File: src/rtl/mac_acc_pkg.sv
// mac_acc_pkg: shared widths and sign-extension helper for the MAC accumulate stage.
package mac_acc_pkg;
   localparam int PROD_W = 16;
   localparam int ACC_W  = 32;
   localparam int OUT_W  = 8;
   localparam int CNT_W  = 16;
   localparam int SH_W   = 4;

   function automatic logic [ACC_W-1:0] sext_prod(input logic [PROD_W-1:0] p);
      return {{(ACC_W-PROD_W){p[PROD_W-1]}}, p};
   endfunction
endpackage

File: src/rtl/acc_round_sat.sv
// acc_round_sat: round-half-up arithmetic right shift of a wide sum, then saturate to OUT_W.
module acc_round_sat
   import mac_acc_pkg::*;
#(
   parameter int AW = ACC_W,
   parameter int OW = OUT_W,
   parameter int SW = SH_W
) (
   input  logic [AW-1:0] sum_i,
   input  logic [SW-1:0] shift_i,
   output logic [OW-1:0] data_o,
   output logic          sat_o
);
   localparam logic signed [AW:0] HI = (AW+1)'((2 ** (OW-1)) - 1);
   localparam logic signed [AW:0] LO = ~HI;

   logic signed [AW:0] ext, rnd, r;

   // One guard bit keeps the rounding add from overflowing the sum width.
   always_comb begin
      ext    = {sum_i[AW-1], sum_i};
      rnd    = (shift_i == '0) ? '0 : (AW+1)'(1) << (shift_i - SW'(1));
      r      = $signed(ext + rnd) >>> shift_i;
      sat_o  = (r > HI) || (r < LO);
      data_o = (r > HI) ? HI[OW-1:0] : (r < LO) ? LO[OW-1:0] : r[OW-1:0];
   end
endmodule

File: src/rtl/mac_accum_stage.sv
// mac_accum_stage: accumulates signed product windows and emits raw and rounded/saturated
// results through a one-deep output register with valid/ready handshakes.
module mac_accum_stage
   import mac_acc_pkg::*;
(
   input  logic              nvdla_core_clk,
   input  logic              nvdla_core_rstn,
   input  logic              prod_valid,
   output logic              prod_ready,
   input  logic [PROD_W-1:0] prod_data,
   input  logic              prod_last,
   input  logic [SH_W-1:0]   cfg_shift,
   output logic              out_valid,
   input  logic              out_ready,
   output logic [ACC_W-1:0]  out_raw,
   output logic [OUT_W-1:0]  out_data,
   output logic              out_sat,
   output logic [CNT_W-1:0]  out_cnt
);
   logic [ACC_W-1:0] acc_q, acc_d, raw_q, raw_d, sum;
   logic [CNT_W-1:0] cnt_q, cnt_d, ocnt_q, ocnt_d;
   logic [OUT_W-1:0] data_q, data_d, rs_data;
   logic             valid_q, valid_d, sat_q, sat_d, rs_sat, accept;

   assign prod_ready = !valid_q || out_ready;
   assign accept     = prod_valid && prod_ready;
   assign sum        = acc_q + sext_prod(prod_data);

   acc_round_sat u_rs (
      .sum_i   (sum),
      .shift_i (cfg_shift),
      .data_o  (rs_data),
      .sat_o   (rs_sat)
   );

   always_comb begin
      acc_d   = acc_q;
      cnt_d   = cnt_q;
      raw_d   = raw_q;
      ocnt_d  = ocnt_q;
      data_d  = data_q;
      sat_d   = sat_q;
      valid_d = valid_q && !out_ready;
      if (accept && prod_last) begin
         acc_d   = '0;
         cnt_d   = '0;
         raw_d   = sum;
         ocnt_d  = cnt_q + CNT_W'(1);
         data_d  = rs_data;
         sat_d   = rs_sat;
         valid_d = 1'b1;
      end else if (accept) begin
         acc_d = sum;
         cnt_d = cnt_q + CNT_W'(1);
      end
   end

   always_ff @(posedge nvdla_core_clk or negedge nvdla_core_rstn) begin
      if (!nvdla_core_rstn) begin
         acc_q   <= '0;
         cnt_q   <= '0;
         raw_q   <= '0;
         ocnt_q  <= '0;
         data_q  <= '0;
         sat_q   <= 1'b0;
         valid_q <= 1'b0;
      end else begin
         acc_q   <= acc_d;
         cnt_q   <= cnt_d;
         raw_q   <= raw_d;
         ocnt_q  <= ocnt_d;
         data_q  <= data_d;
         sat_q   <= sat_d;
         valid_q <= valid_d;
      end
   end

   assign out_valid = valid_q;
   assign out_raw   = raw_q;
   assign out_data  = data_q;
   assign out_sat   = sat_q;
   assign out_cnt   = ocnt_q;
endmodule

File: config.mk
export PLATFORM = sky130hd
export DESIGN_NAME = mac_accum_stage
export DESIGN_NICKNAME = d
export VERILOG_FILES = /design/src/rtl/mac_acc_pkg.sv /design/src/rtl/acc_round_sat.sv /design/src/rtl/mac_accum_stage.sv
export SDC_FILE = /design/constraint.sdc
export NUM_CORES = 1
export LEC_CHECK = 0
export BUFFER_PORTS_ARGS = -buffer_cell sky130_fd_sc_hd__buf_2
export CORE_UTILIZATION = 35
export DETAILED_ROUTE_END_ITERATION = 12
export SLEW_MARGIN = 15
export SYNTH_ARGS = -nofsm -noshare
export SYNTH_HDL_FRONTEND = slang
export SYNTH_SLANG_ARGS = --single-unit
File: constraint.sdc
create_clock -name nvdla_core_clk -period 7.8 [get_ports nvdla_core_clk]
set_clock_uncertainty 0.05 [all_clocks]
set_input_delay 0 -clock nvdla_core_clk [delete_from_list [all_inputs] [get_ports nvdla_core_clk]]
set_output_delay 0 -clock nvdla_core_clk [all_outputs]
set_load 0.02 [all_outputs]
==> out/results.tsv, run 1 <==
stage	metric	value	unit
status	status	completed	
floorplanning	IO Pins	84	
layout	Layout Nets	1335	
synthesis	post-synthesis register bit count	106	
setup_path	Worst EP required	8.04	ns
placement	Inst Count DP	1588	
synthesis	syn_nets	1293	
setup_path	CP max stage delay	0.45	ns
detailed_routing	routed len/inst	19.0	um
detailed_routing	drt pass-1 iters	6	
setup_path	slowest stage cell, crit path	o31ai_4	
cts	Inserted Clock Buffers	9	
layout	share of layout cells above drive strength 1	0.150	
detailed_routing	Vias/cell	5.89	
placement	Port Buffers	83	
synthesis	Primary FF master, synth	dfrtp_1	
sta	Setup-failing EPs final	0	
detailed_routing	Routed Antenna Nets	0	
synthesis	Syn Std Cell Area	9610	um^2
synthesis	sequential share of the synthesized area	0.276	
synthesis	Syn Inst Count	1218	
grt	initial antenna violation count	0	
grt	gr usage total	0.223	
placement	Post-Place Cell Area	10300	um^2
synthesis	ys async rst share	1.00	
setup_path	Crit Path Class	reg2reg	
cts	TritonCTS clock tree	done	
layout	final core occ	0.394	
sta	Tmin final	6.99	ns
synthesis	Unique masters post-synth	100	
cts	root buf cell	clkbuf_16	
grt	number of global-route vias before repair	9061	
layout	Area growth, synth to finish	10.5	%
cts	Post-CTS Resized	0	
flow_run	Max Cap Viol	0	
sta	TNS Setup	0	ns
pwr	Pwr Total	4.50	mW
cts	clk sinks	106	
synthesis	Ys Warns	0	
synthesis	Post-synth top cells	204 x nand2_1, 108 x nor2_1, 106 x dfrtp_1, 103 x o21ai_0, 84 x a21oi_1	
cts	CTS Buffer Depth	2	
sta	final period utilization	0.896	
sta	Worst Tran Pin Value	0.946	ns
grt	first-pass GRT wire length	50.4	mm
floorplanning	die width	168	um
hold_path	Worst Hold Class	in2reg	
sta	Final Hold Fails	0	
sta	headroom to the max-slew limit	0.367	
floorplanning	die height	168	um
cts	Skew-Pair Late Insertion Delay	0.36	ns
floorplanning	die footprint	28100	um^2
placement	DP Wirelength	22.7	mm
setup_path	CP Capture Type	flip-flop	
sta	Max Clk Rate	143	MHz
sta	max-slew violation count	0	
grt	largest net degree at the start of global routing	80	
pwr	worst vdd ir	0.000170	V
setup_path	Crit path buffers/inverters	0	
layout	number of antenna diodes	0	
synthesis	cell taking the most area after synthesis	dfrtp_1	
detailed_routing	via count	9467	
grt	grt ovf	0	
layout	# fillers	2792	
cts	H-tree depth	3	
floorplanning	CORE AREA	27000	um^2
cts	Clk pin slew, worst setup/hold paths	0.09	ns
setup_path	CP arrival	7.23	ns
synthesis	post-synth top area share	0.276	
synthesis	Syn Area/Cell	7.89	um^2
synthesis	Post-synth EDFFs	0	
detailed_routing	DRT iter0 DRCs	753	
placement	placer congestion estimate	0.932	
setup_path	CP cell instances	ha_1 -> fa_1 -> a211oi_2 -> o211ai_2 -> a211oi_4 -> xnor2_1 -> ha_1 -> a21oi_1 -> o21ai_0 -> o21ai_0 -> a21o_1 -> a211oi_2 -> and4_1 -> nand4_1 -> or2_4 -> xor2_2 -> a2111oi_4 -> nor4bb_1 -> nor4_1 -> o2111ai_1 -> o31ai_4 -> o311ai_1 -> a21oi_1	
synthesis	top cells by area, synth	dfrtp_1 28%, nand2_1 8.0%, ha_1 6.2%, o21ai_0 5.4%, a21oi_1 4.4%	
setup_path	crit-path max FO	11	
detailed_routing	DRC viols	0	
layout	Post-Layout Cell Count	1606	
detailed_routing	final wirelength	30.5	mm
sta	RSZ-0062 raised after global routing	false	
cts	Setup Fix Bufs, Post-CTS	0	
setup_path	cell family with most CP delay	compound AO/OA/AOI/OAI gates	
setup_path	crit path launch type	flip-flop	
floorplanning	Starting Density	0.357	
layout	cell area after layout	10600	um^2
floorplanning	cell row count	60	
pwr	Cell Pwr Density	423	nW/um^2
pwr	Lkg Pwr	4.62	nW
synthesis	most frequent cell after synthesis	nand2_1	
routing by layer:
metal	track usage	vias up	wire, um
met2	0.348	293	13700
met3	0.0225	44	1360
met1	0.325	4546	14900
li1	-	4584	-
met5	0	-	0
met4	0.0602	0	602
cells in the final DEF, fill, tap and decap left out, types with 5 or more instances in the layout:
cell / Yosys / routed
nand2_1: 204 / 204
nor2_1: 108 / 106
dfrtp_1: 106 / 106
o21ai_0: 103 / 103
a21oi_1: 84 / 84
buf_2: 12 / 82
ha_1: 48 / 48
nor3_1: 37 / 37
xnor2_1: 35 / 35
nand3_1: 33 / 32
mux2i_1: 21 / 21
a22o_1: 19 / 19
xor2_1: 18 / 18
inv_1: 17 / 17
nand4_1: 17 / 17
and3_1: 17 / 17
a211oi_1: 16 / 16
buf_4: 0 / 16
a31oi_1: 13 / 13
and2_1: 12 / 12
or2_2: 12 / 12
nor4_1: 12 / 12
o211ai_1: 12 / 12
a21o_1: 11 / 11
o31ai_1: 11 / 11
mux2_2: 11 / 11
clkbuf_16: 0 / 9
o21ai_1: 8 / 8
nand2b_1: 7 / 7
nor2b_1: 6 / 6
a211o_1: 6 / 6
o211a_1: 6 / 6
or3_1: 6 / 6
mux4_2: 6 / 6
o21bai_1: 5 / 5
and4_1: 5 / 5
o22ai_1: 5 / 5
o41ai_1: 5 / 5
repair_timing:
item	in CTS	in global routing
endpoints found under the setup margin	0	0
hold endpoints to repair	58	0
hold buffers	2	0
final timing paths:
kind,to,from,cells after the start,slack [ns]
setup / recovery,out_data[2],acc_q[0],23,0.81
hold / removal,acc_q[1],prod_last,2,0.12
setup reg to reg,out_data[2],acc_q[0],23,0.81
hold reg to reg,out_raw[7],out_raw[7],2,0.42
max in group asynchronous,out_data[2],nvdla_core_rstn,3,6.34
min in group asynchronous,cnt_q[7],nvdla_core_rstn,2,0.19
worst reg2reg max path, stage by stage, from the launching register on:
cell and delay [ns]:
dfrtp_1 0.39, ha_1 0.21, fa_1 0.43, a211oi_2 0.38, o211ai_2 0.19, a211oi_4 0.33
xnor2_1 0.28, ha_1 0.35, a21oi_1 0.07, o21ai_0 0.27, o21ai_0 0.14, a21o_1 0.19
a211oi_2 0.41, and4_1 0.36, nand4_1 0.42, or2_4 0.44, xor2_2 0.21, a2111oi_4 0.38
nor4bb_1 0.12, nor4_1 0.31, o2111ai_1 0.21, o31ai_4 0.45, o311ai_1 0.17, a21oi_1 0.16
flip-flops by register name, summed over array words and instances (netlist names):
register and flops:
acc_q 32, out_raw 32, cnt_q 16, out_cnt 16
out_data 8, out_sat 1, out_valid 1
metrics by stage:
stage	hold slack, ns	setup slack [ns]
2_1_floorplan	-0.346	1.90
3_3_place_gp	0.0824	1.03
3_5_place_dp	0.0784	0.933
4_1_cts	0.0871	0.897
5_1_grt	0.142	0.338
6_report	0.121	0.808
cell families (layout without fill, tap and decap cells):
logic type	Yosys count	in the layout	synth area share
simple gates	502	502	0.249
compound gates	379	379	0.272
flops	106	106	0.276
buf+inv	87	134	0.0357
xor+xnor	55	55	0.0517
fa+ha+maj	50	50	0.0666
mux	38	38	0.0488
other cells	1	1	0.000390
power breakdown:
part           switching (mW)  internal (mW)  total [mW]  leakage [nW]
combinational            2.05           1.15        3.20          3.12
sequential              0.101          0.722       0.823          1.36
clock                   0.250          0.226       0.476         0.143
total                    2.40           2.09        4.50          4.62
final cells by class:
type | count | area, um^2 | share of cell area
repair buffers | 100 | 551 | 0.0518
inverters | 18 | 67.6 | 0.00636
clock inverters | 7 | 68.8 | 0.00648
flip-flops and latches | 106 | 2650 | 0.250
clock buffers | 9 | 225 | 0.0212
well taps | 341 | 427 | 0.0402
multi-input cells | 1025 | 6630 | 0.624
No activity file was read; power rests on OpenSTA's default activity.
==> run 2: changes to the inputs <==
- CORE_MARGIN: default -> 4
- PLACE_DENSITY_LB_ADDON: default -> 0.25
==> run 2 against run 1 <==
Against the previous run: sequential cell count stayed put; power is 0.95% higher; setup slack better by 0.076 ns; critical path type unchanged; critical endpoint unchanged; highest routed layer unchanged; core utilization hardly changed; final cell count is 0.19% lower; hold slack worse by 0.015 ns; count of clock-buffer cells in the layout is 1 higher.
==> out/results.tsv, run 2 (synthesis gave the netlist of run 1 again) <==
stage	metric	value	unit
detailed_routing	DRT iter0 DRCs	677	
floorplanning	IO Pins	84	
grt	largest net degree at the start of global routing	80	
layout	share of layout cells above drive strength 1	0.150	
setup_path	crit-path max FO	11	
placement	Port Buffers	83	
sta	worst setup margin	0.884	ns
floorplanning	die footprint	30200	um^2
cts	Clk pin slew, worst setup/hold paths	0.08	ns
flow_run	Max Cap Viol	0	
sta	Max Clk Rate	145	MHz
sta	headroom to the max-slew limit	0.220	
cts	Setup Fix Bufs, Post-CTS	0	
grt	initial antenna violation count	0	
status	status	completed	
placement	Post-Place Cell Area	10300	um^2
grt	number of global-route vias before repair	9207	
layout	Layout Nets	1332	
sta	Tmin final	6.92	ns
layout	cell area after layout	10700	um^2
detailed_routing	final wirelength	30.4	mm
layout	Area growth, synth to finish	10.9	%
sta	TNS Setup	0	ns
detailed_routing	via count	9395	
pwr	Lkg Pwr	4.64	nW
hold_path	Worst Hold Class	in2reg	
floorplanning	cell row count	60	
cts	CTS Buffer Depth	2	
grt	first-pass GRT wire length	49.7	mm
detailed_routing	routed len/inst	19.0	um
floorplanning	die width	174	um
layout	most common cell after layout, fill and taps aside	nand2_1	
placement	Place WS	0.983	ns
floorplanning	CORE AREA	27000	um^2
setup_path	crit path launch type	flip-flop	
sta	RSZ-0062 raised after global routing	false	
sta	Worst Tran Pin Value	1.16	ns
placement	DP Wirelength	23.1	mm
grt	grt ovf	0	
detailed_routing	drt pass-1 iters	5	
sta	max-slew violation count	0	
cts	Skew-Pair Late Insertion Delay	0.36	ns
layout	commonest non-fill, non-tap cells in the layout	203 x nand2_1, 106 x nor2_1, 106 x dfrtp_1	
cts	Post-CTS Resized	0	
sta	Final Hold Fails	0	
cts	TritonCTS clock tree	done	
setup_path	CP arrival	7.15	ns
setup_path	Worst EP required	8.04	ns
cts	root buf cell	clkbuf_16	
cts	clk sinks	106	
floorplanning	Starting Density	0.356	
pwr	Cell Pwr Density	426	nW/um^2
layout	number of antenna diodes	0	
detailed_routing	Vias/cell	5.86	
sta	worst hold margin	0.106	ns
placement	placer congestion estimate	0.917	
sta	final period utilization	0.887	
cts	H-tree depth	3	
detailed_routing	DRC viols	0	
pwr	worst vdd ir	0.000171	V
cts	Inserted Clock Buffers	9	
sta	Setup-failing EPs final	0	
grt	gr usage total	0.199	
detailed_routing	Routed Antenna Nets	0	
setup_path	Crit Path Class	reg2reg	
setup_path	CP Capture Type	flip-flop	
floorplanning	die height	174	um
[run 2: cell type report]
class	count	area, um^2
clock buffers	10	239
fillers	2878	16400
repair buffers	97	528
flip-flops and latches	106	2650
multi-input cells	1025	6640
inverters	18	67.6
well taps	341	427
clock inverters	6	105
[run 2: final timing paths]
kind / from / end / slack, ns / cells after the start
max: acc_q[0] / out_data[2] / 0.88 / 23
min: prod_last / acc_q[1] / 0.11 / 2
max reg2reg: acc_q[0] / out_data[2] / 0.88 / 23
min reg2reg: out_cnt[13] / out_cnt[13] / 0.42 / 2
max in group asynchronous: nvdla_core_rstn / out_data[2] / 6.33 / 3
min in group asynchronous: nvdla_core_rstn / out_cnt[7] / 0.15 / 2
[run 2: worst max-delay path, stage by stage (launching register included)]
cell and delay [ns]:
dfrtp_1 0.38, ha_1 0.21, fa_1 0.44, a211oi_2 0.38, o211ai_2 0.19, a211oi_4 0.33
xnor2_1 0.18, ha_1 0.39, a21oi_1 0.08, o21ai_0 0.26, nor3b_1 0.12, a21o_1 0.21
a211oi_2 0.41, and4_1 0.35, nand4_1 0.40, or2_4 0.42, xor2_2 0.21, a2111oi_4 0.36
nor4bb_1 0.12, nor4_1 0.30, o2111ai_1 0.21, o31ai_4 0.47, o311ai_1 0.17, a21oi_1 0.18
[run 2: power breakdown]
| part | total (mW) | switching, mW | internal, mW |
|---|---|---|---|
| registers | 0.824 | 0.102 | 0.722 |
| logic | 3.17 | 2.04 | 1.13 |
| clock network | 0.542 | 0.244 | 0.299 |
| total | 4.54 | 2.38 | 2.15 |
[run 2: repair_timing]
| item | CTS | global route |
|---|---|---|
| endpoints found under the setup margin | 0 | 0 |
| hold endpoints to repair | 51 | 0 |
| hold buffers | 2 | 0 |
[run 2: layer usage]
metal  vias to the layer above  part of all wire  track usage
met3                        43             0.048       0.0321
li1                       4563                 -            -
met2                       246              0.45        0.318
met5                         -                 0            0
met1                      4543              0.48        0.278
met4                         0             0.022       0.0574
[run 2: metrics by stage]
stage / utilization / total power, mW / instances
floorplan: - / 3.11 / 1218
global placement: 0.381 / 3.94 / 1585
detailed placement: 0.381 / 3.95 / 1585
CTS: 0.394 / 4.52 / 1603
global route: 0.394 / 4.91 / 1603
finish: 0.394 / 4.54 / 1603
